`config.mk`:
```
export PLATFORM = sky130hd
export DESIGN_NAME = bypass_latch_gen
export DESIGN_NICKNAME = d
export VERILOG_FILES = /design/src/rtl/bypass_latch_gen.sv
export SDC_FILE = /design/constraint.sdc
export NUM_CORES = 1
export LEC_CHECK = 0
export CAP_MARGIN = 20
export CORE_ASPECT_RATIO = 0.8
export CORE_MARGIN = 1
export CORE_UTILIZATION = 60
export CTS_CLUSTER_SIZE = 8
export DETAILED_ROUTE_END_ITERATION = 7
export DONT_BUFFER_PORTS = 1
export GPL_ROUTABILITY_DRIVEN = 0
export PLACE_DENSITY = 0.74
export SKIP_CTS_REPAIR_TIMING = 1
export SYNTH_ARGS = -nofsm -noshare
export SYNTH_HDL_FRONTEND = slang
export SYNTH_SLANG_ARGS = --single-unit
```
`constraint.sdc`:
```
create_clock -name clock -period 5.4 [get_ports clock]
set_input_delay 0.81 -clock clock [delete_from_list [all_inputs] [get_ports clock]]
set_output_delay 0.81 -clock clock [all_outputs]
set_load 0.01 [all_outputs]
```
`src/rtl/bypass_latch_gen.sv`:
```
// bypass_latch_gen: decodes the FD instruction into a 32-bit bypass word and
// carries it through the DX, XM and MW bypass registers. It also detects
// load-use hazards and keeps a saturating count of stall cycles.
// Optional feature macro: BYPASS_WR30_EN. When it is defined, bit 31 flags
// ops that may write r30 on an exception. When it is undefined, bit 31 is
// always 0.
module bypass_latch_gen (
    input  logic        clock,
    input  logic        reset,
    input  logic [31:0] insn_fd,
    input  logic        valid_fd,
    input  logic        flush,
    output logic [31:0] DXB,
    output logic [31:0] XMB,
    output logic [31:0] MWB,
    output logic        stall,
    output logic [15:0] stall_count
);

    localparam logic [4:0] OP_RTYPE = 5'b00000;
    localparam logic [4:0] OP_ADDI  = 5'b00101;
    localparam logic [4:0] OP_LW    = 5'b01000;
    localparam logic [4:0] OP_SW    = 5'b00111;
    localparam logic [4:0] OP_BNE   = 5'b00010;
    localparam logic [4:0] OP_BLT   = 5'b00110;
    localparam logic [4:0] OP_JR    = 5'b00100;
    localparam logic [4:0] OP_JAL   = 5'b00011;
    localparam logic [4:0] OP_SETX  = 5'b10101;
    localparam logic [4:0] OP_BEX   = 5'b10110;

    localparam logic [4:0] ALU_ADD  = 5'b00000;
    localparam logic [4:0] ALU_SUB  = 5'b00001;
    localparam logic [4:0] ALU_MUL  = 5'b00110;
    localparam logic [4:0] ALU_DIV  = 5'b00111;

`ifdef BYPASS_WR30_EN
    localparam logic WR30_EN = 1'b1;
`else
    localparam logic WR30_EN = 1'b0;
`endif

    // Saturating increment for the stall counter
    function automatic logic [15:0] sat_inc16(input logic [15:0] v);
        return (v == 16'hFFFF) ? v : v + 16'd1;
    endfunction

    logic [4:0]  op, rd, rs, rt, alu;
    logic [4:0]  dec_a, dec_b, dec_w;
    logic        dec_lw, dec_sw, dec_wr30;
    logic [31:0] dec_word;
    logic [31:0] dx_p0, xm_p1, mw_p2;
    logic [15:0] stall_cnt_p0;
    logic [4:0]  dx_w;
    logic        alu_may_wr30;
    logic        unused_insn_bits;

    assign op  = insn_fd[31:27];
    assign rd  = insn_fd[26:22];
    assign rs  = insn_fd[21:17];
    assign rt  = insn_fd[16:12];
    assign alu = insn_fd[6:2];

    // Immediate bits outside the register fields do not affect the bypass word
    assign unused_insn_bits = ^{insn_fd[11:7], insn_fd[1:0]};

    assign alu_may_wr30 = (alu == ALU_ADD) || (alu == ALU_SUB) ||
                          (alu == ALU_MUL) || (alu == ALU_DIV);

    // Decode the FD instruction into read/write register fields and flags
    always_comb begin
        dec_a    = 5'd0;
        dec_b    = 5'd0;
        dec_w    = 5'd0;
        dec_lw   = 1'b0;
        dec_sw   = 1'b0;
        dec_wr30 = 1'b0;
        if (valid_fd) begin
            case (op)
                OP_RTYPE: begin
                    dec_a    = rs;
                    dec_b    = rt;
                    dec_w    = rd;
                    dec_wr30 = WR30_EN & alu_may_wr30;
                end
                OP_ADDI: begin
                    dec_a    = rs;
                    dec_w    = rd;
                    dec_wr30 = WR30_EN;
                end
                OP_LW: begin
                    dec_a  = rs;
                    dec_w  = rd;
                    dec_lw = 1'b1;
                end
                OP_SW: begin
                    dec_a  = rs;
                    dec_b  = rd;
                    dec_sw = 1'b1;
                end
                OP_BNE, OP_BLT: begin
                    dec_a = rd;
                    dec_b = rs;
                end
                OP_JR: begin
                    dec_a = rd;
                end
                OP_JAL: begin
                    dec_w = 5'd31;
                end
                OP_SETX: begin
                    dec_w    = 5'd30;
                    dec_wr30 = WR30_EN;
                end
                OP_BEX: begin
                    dec_a = 5'd30;
                end
                default: begin
                    dec_a = 5'd0;
                end
            endcase
        end
    end

    assign dec_word = {dec_wr30, dec_sw, dec_lw, 14'd0, dec_w, dec_b, dec_a};

    // A load in DX whose target is read by the FD instruction must wait one
    // cycle. A store's data operand is forwarded later, so it does not stall.
    // A flush squashes the FD instruction, which removes the hazard.
    assign dx_w  = dx_p0[14:10];
    assign stall = dx_p0[29] && (dx_w != 5'd0) && valid_fd && !flush &&
                   ((dec_a == dx_w) || ((dec_b == dx_w) && !dec_sw));

    // FD -> DX -> XM -> MW bypass registers; a flush or stall inserts a bubble
    always_ff @(posedge clock) begin
        if (reset) begin
            dx_p0 <= 32'd0;
            xm_p1 <= 32'd0;
            mw_p2 <= 32'd0;
        end else begin
            dx_p0 <= (flush || stall) ? 32'd0 : dec_word;
            xm_p1 <= dx_p0;
            mw_p2 <= xm_p1;
        end
    end

    // Count stall cycles; the count holds at all-ones
    always_ff @(posedge clock) begin
        if (reset) begin
            stall_cnt_p0 <= 16'd0;
        end else if (stall) begin
            stall_cnt_p0 <= sat_inc16(stall_cnt_p0);
        end
    end

    assign DXB         = dx_p0;
    assign XMB         = xm_p1;
    assign MWB         = mw_p2;
    assign stall_count = stall_cnt_p0;

endmodule

```
==> flow_summary_export.csv <==
group,metric,value,unit
outcome,status,"finished, final reports clean",
synth,syn_inst,367,
timing,relSlewSlack,0.5551,
synth,yosysTopAreaCellShare,0.4050,
synth,synthFlopType,"dfxtp_1",
pwr,p_leak,1.233,nW
route,detail_route.vias_per_cell,5.789,
clocking,clk_pin_slew,0.07,ns
floorplan,die_x,85.07,um
timing,hold_viol_final,0,
clocking,cts_buffers,9,
timing,drv_slew,0,
timing,tightest_slew,0.6673,ns
pwr,internal-power,0.0007704,W
final_layout,drive_above_1_share,0.1041,
floorplan,ios,149,
synth,postSynthAreaPerCell,9.024,um2
placed_design,hpwl,4.686,mm
timing,timing.fmax,292.8,MHz
clocking,htreeDepth,3,
synth,yosysWarnings,0,
clocking,clk_latency,0.33,ns
pwr,pwr-share-comb,0.052,
synth,synth_top_area_cell,"dfxtp_1",
global_route,grt_pass1_wl,10.38,mm
worst_setup_path,r2r-start,"stall_count[3]",
placed_design,dp.cells,412,
route,ant_nets,0,
synth,synth_cell_type_count,55,
worst_setup_path,crit_required,4.59,ns
floorplan,die_y,68.45,um
final_layout,n_fill_cell,447,
timing,finClkSkew,0.006595,ns
worst_setup_path,worstSetupEndpoint,"stall",
floorplan,dieArea,0.005823,mm2
global_route,antenna_found_initial,0,
pwr,power_frac_seq,0.501,
worst_hold_path,hp-start,"XMB[8]",
global_route,grt_use_total,0.2345,
pwr,pwr-share-clk,0.447,
floorplan,rows,23,
synth,synth_edf_count,0,
route,wl,6.498,mm
worst_setup_path,crit_type,"input port to output port",
final_layout,areaGrowthSynthToFinish,0.5666,%
final_layout,multiInputGateArea,0.001653,mm2
route,num_vias,2472,
timing,fin_tns_setup,0,ns
timing,fin_crit_sh,0.6325,
pwr,power.switching,0.0002212,W
final_layout,n_antenna_cell,0,
worst_setup_path,worst_r2r_endpoint,"stall_count[11]",
clocking,cts_tree,"built",
route,drtIter0Drc,167,
pwr,pwr_density_cell,297.7,mW/mm2
timing,rsz0062_at_grt,"false",
worst_setup_path,arrival,2.61,ns
worst_hold_path,hold_class,"flip-flop to flip-flop",
worst_setup_path,startpoint,"insn_fd[28]",
pwr,sw_frac_of_total,0.2231,
clocking,cts_root_buffer,"clkbuf_8",
synth,ys_seq_elements,67,
route,dr.pass1.iters,4,
final_layout,regArea,0.001341,mm2
clocking,clock_sinks,67,
placed_design,place_ws,1.967,ns
pwr,peakVddDrop,0.1255,mV
placed_design,portBuffers,0,
floorplan,start_util,0.6429,
worst_setup_path,crit_path_start_kind,"input port",
global_route,grt-ovfl-total,0,
worst_setup_path,cp_max_fo,15,
final_layout,fin_nets,398,
final_layout,final_cell_count_no_fill,427,
timing,setup_viol,0,
timing,setup_ws,1.984,ns
worst_setup_path,rrSetupSlack,2.66,ns
route,wl_per_cell,15.22,um
synth,yosysSeqAreaShare,0.4050,
floorplan,core-area,0.005151,mm2
synth,synth_top_cells_by_area,"dfxtp_1, buf_4, nor2b_1",
global_route,grt_pass1_vias,2110,
synth,ys_async_sr_fraction,0,
clocking,clk_path_buf_depth,2,
timing,fin_crit,3.416,ns
worst_setup_path,cp-end-kind,"output port",
synth,netlist_area,0.003312,mm2
global_route,grt_max_degree,59,
flow_run,max_cap_violations,0,
worst_setup_path,r2r.worst_path.cells,8,
route,drc,0,
-- power by group through the flow --
stage / sequential [W] / combinational, W / clock (W)
after CTS: 0.000497 / 0.0000500 / 0.000451
after global placement: 0.000508 / 0.0000490 / 0
after floorplan: 0.000508 / 0.0000833 / 0
after detailed placement: 0.000508 / 0.0000498 / 0
final: 0.000497 / 0.0000511 / 0.000444
after global routing: 0.000497 / 0.0000571 / 0.000482
-- critical path: stages --
cell      delay [ns]
nor4_4          0.42
o21ai_0         0.17
a211oi_1        0.41
xor2_1          0.18
nor2_1          0.07
a31oi_1         0.37
nor2_1          0.17
-- synthesized netlist by cell type (2+ instances only) --
cell type	count
nor3_1	15
o31ai_1	2
mux2i_1	2
a22oi_1	2
nand2_1	8
o21ai_0	8
a31oi_1	2
a211oi_1	5
dfxtp_1	67
inv_1	9
or3_1	9
buf_2	5
and3_1	2
and2_1	5
buf_4	47
or4_1	3
nand4_1	4
nor2_1	28
nor2b_1	43
nand3_1	13
buf_6	4
nor4_1	5
a21oi_1	17
a32oi_1	8
o21ai_1	2
clkbuf_1	6
mux2_2	11
a211oi_2	2
nor3b_1	3
xor2_1	5
-- metrics by stage --
step / hold slack (ns) / utilization / instance area (um2) / power, W
global route: 0.5098 / 0.6466 / 3331 / 0.001036
global placement: 0.4955 / 0.6051 / 3117 / 0.0005573
detailed placement: 0.4972 / 0.6051 / 3117 / 0.0005581
finish: 0.5038 / 0.6466 / 3331 / 0.0009916
floorplan: 0.4922 / - / 3477 / 0.0005911
CTS: 0.5067 / 0.6466 / 3331 / 0.0009981
-- registers in the layout, summed over array words and instances (netlist names) --
| signal | flops |
|---|---|
| DXB | 17 |
| MWB | 17 |
| XMB | 17 |
| stall_count | 16 |
-- layout make-up --
cell class / instances / area share
flip-flops and latches: 67 / 0.4027
inverters: 10 / 0.01127
well taps: 62 / 0.02329
multi-input cells: 272 / 0.4962
repair buffers: 1 / 0.002254
clock inverters: 6 / 0.02705
clock buffers: 9 / 0.03719
-- routing by layer --
metal  vias to the layer above  part of all wire  GRT usage  wire length [um]
met1                      1137              0.43     0.3059              2783
met3                        13              0.12     0.1001               753
met4                         0             0.016    0.08686               107
li1                       1179                 -          -                 -
met5                         -                 0          0                 0
met2                       143              0.44     0.3448              2854
-- layout by cell type (no fill, tap or decap), drive strengths merged, types with 2 or more instances in the layout --
master / n
o31ai: 2
mux2: 11
nor4b: 2
a211oi: 7
dfxtp: 67
nor4: 6
a22oi: 2
bufinv: 2
nor3: 16
nand3: 13
a31oi: 2
nor2b: 43
or3: 9
clkbuf: 9
clkinv: 3
mux2i: 2
o21ai: 11
a32oi: 8
nor2: 28
nand4: 4
xor2: 5
or4: 3
o211ai: 2
and3: 2
conb: 45
nand2: 8
a21oi: 17
and2: 5
nor3b: 4
inv: 10
-- worst min path at each step --
| stage | end | slack, ns | depth (start not counted) |
|---|---|---|---|
| 5_1_grt | XMB[0] | 0.51 | 1 |
| 3_5_place_dp | MWB[8] | 0.50 | 1 |
| 6_report | MWB[8] | 0.50 | 1 |
| 2_1_floorplan | MWB[0] | 0.49 | 1 |
| 4_1_cts | MWB[8] | 0.51 | 1 |
| 3_3_place_gp | MWB[8] | 0.50 | 1 |
-- logic make-up after synthesis --
family / Yosys count / share of synthesized area
buffers and inverters: 72 / 0.1458
xor gates and xnor gates: 6 / 0.01587
AOI/OAI and AO/OA: 58 / 0.1209
adders and majority gates: 1 / 0.003777
and+or+nand+nor: 149 / 0.2641
muxes: 13 / 0.04345
other: 1 / 0.001132
DFF: 67 / 0.4050
Power figures use the tool's default switching activity.
